--- config.mk ---
export PLATFORM = sky130hd
export DESIGN_NAME = if_id_fifo
export DESIGN_NICKNAME = d
export VERILOG_FILES = /design/src/rtl/if_id_fifo.sv
export SDC_FILE = /design/constraint.sdc
export NUM_CORES = 1
export LEC_CHECK = 0
export BUFFER_PORTS_ARGS = -buffer_cell sky130_fd_sc_hd__clkbuf_2
export CAP_MARGIN = 20
export CELL_PAD_IN_SITES_DETAIL_PLACEMENT = 1
export CELL_PAD_IN_SITES_GLOBAL_PLACEMENT = 1
export CORE_MARGIN = 4
export CORE_UTILIZATION = 45
export DETAILED_ROUTE_END_ITERATION = 10
export PLACE_DENSITY = 0.84
export SLEW_MARGIN = 20
export SYNTH_ARGS = -nofsm -noshare
export SYNTH_HDL_FRONTEND = slang
export SYNTH_SLANG_ARGS = --single-unit
--- constraint.sdc ---
create_clock -name clk -period 2.85 [get_ports clk]
set_input_delay 0.7125 -clock clk [delete_from_list [all_inputs] [get_ports clk]]
set_output_delay 0.7125 -clock clk [all_outputs]
set_load 0.01 [all_outputs]
--- src/rtl/if_id_fifo.sv ---
// if_id_fifo: fetch-to-decode decoupling queue between IF/InstMem and ID.
// Holds {pc, instruction} pairs in a circular buffer and presents the oldest
// entry to ID over a valid/ready handshake. It stalls IF when the buffer is
// full and clears all entries on a jump/branch flush.
// Optional: define IF_ID_PERF_CNT_EN to add the stallCnt output, a saturating
// count of fetch attempts made while the buffer is full.
module if_id_fifo #(
   parameter int PC_LENGTH   = 32,
   parameter int INST_LENGTH = 32,
   parameter int DEPTH       = 4,
   parameter int PTR_W       = 2
) (
   input  logic                   clk,
   input  logic                   rst,
   input  logic                   romCe,
   input  logic [PC_LENGTH-1:0]   fetchPc,
   input  logic [INST_LENGTH-1:0] fetchInst,
   input  logic                   flush,
   input  logic                   idReady,
   output logic                   ifStall,
   output logic                   idValid,
   output logic [PC_LENGTH-1:0]   idPc,
   output logic [INST_LENGTH-1:0] idInst,
   output logic [PTR_W:0]         count
`ifdef IF_ID_PERF_CNT_EN
   ,
   output logic [31:0]            stallCnt
`endif
);

   localparam logic [PTR_W:0] FULL_CNT = DEPTH[PTR_W:0];

   logic [PC_LENGTH-1:0]   mem_pc_q   [DEPTH];
   logic [INST_LENGTH-1:0] mem_inst_q [DEPTH];

   logic [PTR_W-1:0] wrPtr_q, wrPtr_d;
   logic [PTR_W-1:0] rdPtr_q, rdPtr_d;
   logic [PTR_W:0]   count_q, count_d;

   logic full;
   logic push;
   logic pop;

   // Handshake qualifiers. ifStall depends on occupancy only, so idReady has
   // no combinational path to IF.
   always_comb begin
      full    = (count_q == FULL_CNT);
      idValid = (count_q != '0);
      ifStall = full;
      push    = romCe & ~full & ~flush;
      pop     = idValid & idReady & ~flush;
   end

   // Next-state for pointers and occupancy; flush overrides any push/pop
   always_comb begin
      wrPtr_d = wrPtr_q;
      rdPtr_d = rdPtr_q;
      count_d = count_q;
      if (flush) begin
         wrPtr_d = '0;
         rdPtr_d = '0;
         count_d = '0;
      end else begin
         if (push) wrPtr_d = wrPtr_q + PTR_W'(1);
         if (pop)  rdPtr_d = rdPtr_q + PTR_W'(1);
         case ({push, pop})
            2'b10:   count_d = count_q + (PTR_W+1)'(1);
            2'b01:   count_d = count_q - (PTR_W+1)'(1);
            default: count_d = count_q;
         endcase
      end
   end

   // Pointer and occupancy registers
   always_ff @(posedge clk or posedge rst) begin
      if (rst) begin
         wrPtr_q <= '0;
         rdPtr_q <= '0;
         count_q <= '0;
      end else begin
         wrPtr_q <= wrPtr_d;
         rdPtr_q <= rdPtr_d;
         count_q <= count_d;
      end
   end

   // Entry storage; contents are deliberately left untouched by reset
   always_ff @(posedge clk) begin
      if (push) begin
         mem_pc_q[wrPtr_q]   <= fetchPc;
         mem_inst_q[wrPtr_q] <= fetchInst;
      end
   end

   // Head entry to ID; an empty queue presents an all-zero NOP bubble
   always_comb begin
      count  = count_q;
      idPc   = '0;
      idInst = '0;
      if (idValid) begin
         idPc   = mem_pc_q[rdPtr_q];
         idInst = mem_inst_q[rdPtr_q];
      end
   end

`ifdef IF_ID_PERF_CNT_EN
   logic [31:0] stallCnt_q, stallCnt_d;

   // Saturating count of fetches presented while full; flush does not clear it
   always_comb begin
      stallCnt_d = stallCnt_q;
      if (romCe && full && (stallCnt_q != '1)) stallCnt_d = stallCnt_q + 32'd1;
   end

   // Performance counter register
   always_ff @(posedge clk or posedge rst) begin
      if (rst) stallCnt_q <= '0;
      else     stallCnt_q <= stallCnt_d;
   end

   assign stallCnt = stallCnt_q;
`endif

endmodule

Yosys cells after proc, flatten, opt, wreduce, memory -nomap -nowiden --
Memory sizes are Yosys's and may differ from the RTL's. Cells that the tools add are included.
Word-level totals: output and inout bits 69, input port bits 69, ROM bits 0, memories 2, RAM bits 256, bits in registers 7, word-level logic and storage cells 32, latch bits 0
Operators by class: order comparisons 0, shift-type cells 0, reduce and logical (&&, ||, !) cells 4, bitwise logic cells 6, multiply operators 0, equal/unequal tests 3, divide/modulo/power cells 0, $add $sub $neg 4, mux-type cells 10
Memory list:
- mem_inst_q | words 4, width 32, rd ports 1, clocked after Yosys merged registers in 0, wr ports 1, RTL line 34 | logic [INST_LENGTH-1:0] mem_inst_q [DEPTH];
- mem_pc_q | words 4, width 32, rd ports 1, clocked after Yosys merged registers in 0, wr ports 1, RTL line 33 | logic [PC_LENGTH-1:0] mem_pc_q [DEPTH];
Operators with widths (count):
- $mux 32 | 2
- $mux 2 | 4
- $pmux 3 s2 | 1
- $reduce_bool 3->1 | 2
- $add 2x1->2 const B | 2
- $and 1x1->1 | 4
- $reduce_bool 2->1 | 2
- $add 3x1->3 const B | 1
- $eq 3x3->1 const B | 1
- $mux 3 | 1
- $sub 3x1->3 const B | 1
- $eq 2x1->1 const B | 1
- $eq 2x2->1 const B | 1
- $mux 1 | 2
- $not 1->1 | 2

Depth between registers and ports, before layout --
word-level depth 7, gate-level depth with buffers 8, depth with buffers taken out 7

Worst setup path after synthesis --
No wires, ideal clock.
path type input-to-reg, from in romCe, to mem mem_inst_q[0][0], enable pin, buffers on the path 1, data required time 2.421 ns, arrival 2.766 ns, setup time 0.429 ns, cell stages on the path 4, slack -0.344 ns, path through buf_2 inv_1 nor3_1 and2_1
Between the ends: cells in the longest elaborated chain, start to end 4
Ends and longest elaborated chain:
- start: declaration | RTL line 15 | input logic romCe,
- $and 1x1->1 (2 in series) | RTL line 50 | push = romCe & ~full & ~flush;
- $mux 1 | RTL line 89 | if (push) begin
- $mux 1 (implied by the code) | RTL line 91 | mem_inst_q[wrPtr_q] <= fetchInst;
- end: declaration | RTL line 34
No other way between the ends.

Final worst setup path --
from reg rdPtr_q[0], to out idPc[21]
Between the ends: cells in the longest elaborated chain, start to end 2
Ends and longest elaborated chain:
- start: declaration | RTL line 37 | logic [PTR_W-1:0] rdPtr_q, rdPtr_d;
- start signal: assignment | RTL line 82 | rdPtr_q <= rdPtr_d;
- $mem_v2 4x32
- $mux 32 | RTL line 100 | if (idValid) begin
- end: declaration | RTL line 22 | output logic [PC_LENGTH-1:0] idPc,
No other way between the ends.

==> results_dict.tcl <==
set metrics [dict create \
    status "completed" \
    ir_worst_vdd_v 0.000625 \
    synth_compound_area_share_pct 0.992 \
    grt_max_degree 35 \
    start_util_pct 46.2 \
    cts_tree "yes" \
    fin_nets 707 \
    syn-cell-area_um2 10200 \
    syn_nets 544 \
    worstSetupStartpointType "register" \
    io_pins 138 \
    place_congestion 0.698 \
    power_density_nw_per_um2 706 \
    gr-total-overflow 0 \
    period_share_pct 99.3 \
    dp.final_hpwl_um 14100 \
    clk_path_buf_depth 3 \
    postSynthAreaPerCell_um2 21.7 \
    clock_latency_ps 530 \
    viasPerCell 5.45 \
    r2r-end "mem_inst_q[3][15]" \
    leakage_nw 4.25 \
    ys_seq_elements 263 \
    crit_fanout 12 \
    fillers 1961 \
    synth-async-reset-ratio_pct 2.66 \
    cts_buffers 28 \
    hold_buffers 0 \
    synth_top_flop_cell "edfxtp_1" \
    drt_iter0_markers 295 \
    ant_nets 0 \
    synth_top_family_by_area "multiplexers" \
    clock.fmax_mhz 353 \
    cts_htree_levels 1 \
    arrival_ps 2120 \
    reg2reg_slack_ps 630 \
    worst_slew_pin_slew_ps 492 \
    holdWs_ps 120 \
    crit_type "register to output pin" \
    grt_pass1_wl_um 33300 \
    drive_gt1_share_pct 44.1 \
    first_pass_iters 7 \
    grt_use_total_pct 17.4 \
    cts-root-buf "clkbuf_16" \
    core_area_um2 22100 \
    place_area_um2 11400 \
    die_h_um 159 \
    clkSlewWorstSetupHoldPaths_ps 60 \
    synth_cell_types 32 \
    post_drt_wl_per_cell_um 23.2 \
    grt_antenna_before_repair 2 \
    syn_inst 470 \
    synth_xor_area_share_pct 0.257 \
    regToRegStartpoint "count[2]" \
    startpoint "rdPtr_q[0]" \
    first_global_vias 5694 \
    grt_setup_unrepaired "true" \
    synth_adder_area_share_pct 0.686 \
    maxCapViolCount 0 \
    row_count 54 \
    seq_area_frac_synth_pct 77.0 \
    dr_total_vias 5064 \
    die-area_um2 25200 \
    period_needed_ps 2830 \
    setup_viol 0 \
    crit_end "idPc[21]" \
    area_growth_pct 20.6 \
    muxShareOfSynthArea_pct 14.2 \
    die_x_um 159 \
    ys_warn_count 0 \
    postLayoutCellArea_um2 12300 \
    slew_violations 0 \
    critPathRequiredTime_ps 2140 \
    slew_headroom_pct 66.9 \
    drc_errors 0 \
    synth_enable_flop_cells 256 \
    hp-class "input port to async pin" \
    reg2reg_depth 4 \
    yosys.area_share.simple_pct 5.09 \
    wirelength_um 21600 \
    finalHoldViolCount 0 \
    clock-sinks 263 \
    endpoint_kind "output pin" \
    io_buffers 137 \
    finClkSkew_ps 18.1 \
]
==> kinds of logic (layout without fill, tap and decap cells) <==
group | count (synthesis) | in the layout
flops | 263 | 263
xor+xnor | 3 | 3
mux | 65 | 65
fa+ha+maj | 5 | 5
other cells | 0 | 1
compound gates | 15 | 15
buf+inv | 34 | 213
simple gates | 85 | 85
==> cell usage after synthesis (all sizes together), types with 3 or more instances <==
cell type	number	area share, %
a21oi	4	0.20
and2	69	4.2
buf	20	1.3
clkbuf	7	0.26
dfrtp	7	1.7
edfxtp	256	75
ha	4	0.49
inv	7	0.26
mux4	64	14
nor2	3	0.11
==> worst max-delay path, cell delays in order (launching register included) <==
cell	delay, ps
dfrtp_4	470
buf_12	130
buf_12	150
mux4_2	510
and2_1	180
clkbuf_2	120
==> sequential cells by signal, indices dropped and copies added (netlist names) <==
register    flops
count           3
mem_inst_q    128
mem_pc_q      128
rdPtr_q         2
wrPtr_q         2
==> cell type report <==
cell class,instances,area [um^2],area share (%)
Sequential cell,263,7870,63.9
Multi-Input combinational cell,173,2230,18.1
Timing Repair Buffer,160,1040,8.45
Clock buffer,36,752,6.10
Tap cell,280,350,2.84
Clock inverter,10,47.5,0.386
Inverter,7,26.3,0.213
Antenna cell,1,2.50,0.0203
==> report_power, final <==
| group | total, W | internal [W] | switching, W |
|---|---|---|---|
| registers | 0.00441 | 0.00437 | 0.0000485 |
| logic | 0.00108 | 0.000540 | 0.000541 |
| clock network | 0.00320 | 0.00184 | 0.00136 |
==> worst min-delay path by stage <==
stage | startpoint | to | cells after the start
2_1_floorplan | rst | count[0] | 1
3_3_place_gp | wrPtr_q[1] | wrPtr_q[1] | 2
3_5_place_dp | wrPtr_q[0] | wrPtr_q[0] | 2
4_1_cts | rst | count[2] | 2
5_1_grt | rst | rdPtr_q[0] | 2
6_report | rst | count[2] | 2
==> stage by stage <==
stage	setup slack [ps]	TNS, ps	util (%)	std cells	power [W]
CTS	-40.5	-105	55.4	925	0.00877
global route	-81.8	-1680	55.8	930	0.00907
finish	19.0	0	55.8	930	0.00869
floorplan	348	0	-	470	0.00510
global placement	412	0	51.5	877	0.00547
detailed placement	356	0	51.5	877	0.00552
==> layout by cell type (no fill, tap or decap), drive strengths merged <==
cell type,count
nor3,2
nand2b,2
nand2,1
or3,2
and2,69
a221oi,1
nand3b,1
clkinv,9
dfrtp,7
o21ai,2
a311oi,1
clkbuf,174
nand3,2
a21oi,4
edfxtp,256
o2111ai,2
ha,4
diode,1
o31ai,1
xor2,2
nor2,3
nor3b,2
a211oi,1
o311ai,1
or2,1
o22ai,2
fa,1
buf,22
mux4,64
inv,8
mux2,1
xnor2,1
==> timing repair <==
item                       4_1_cts  5_1_grt
setup endpoints to repair       64       56
cloned                           0        1
pin swaps                        1        0
gates resized for setup         17        5
setup buffers                    2        3
==> routing by layer <==
metal	track usage (%)	wire (um)	vias up
met3	3.42	1150	34
met4	3.70	342	2
li1	-	-	2229
met1	23.7	9100	2650
met2	29.6	11000	149
met5	0	13	-
Note: power is estimated with default switching activity, not from simulation.
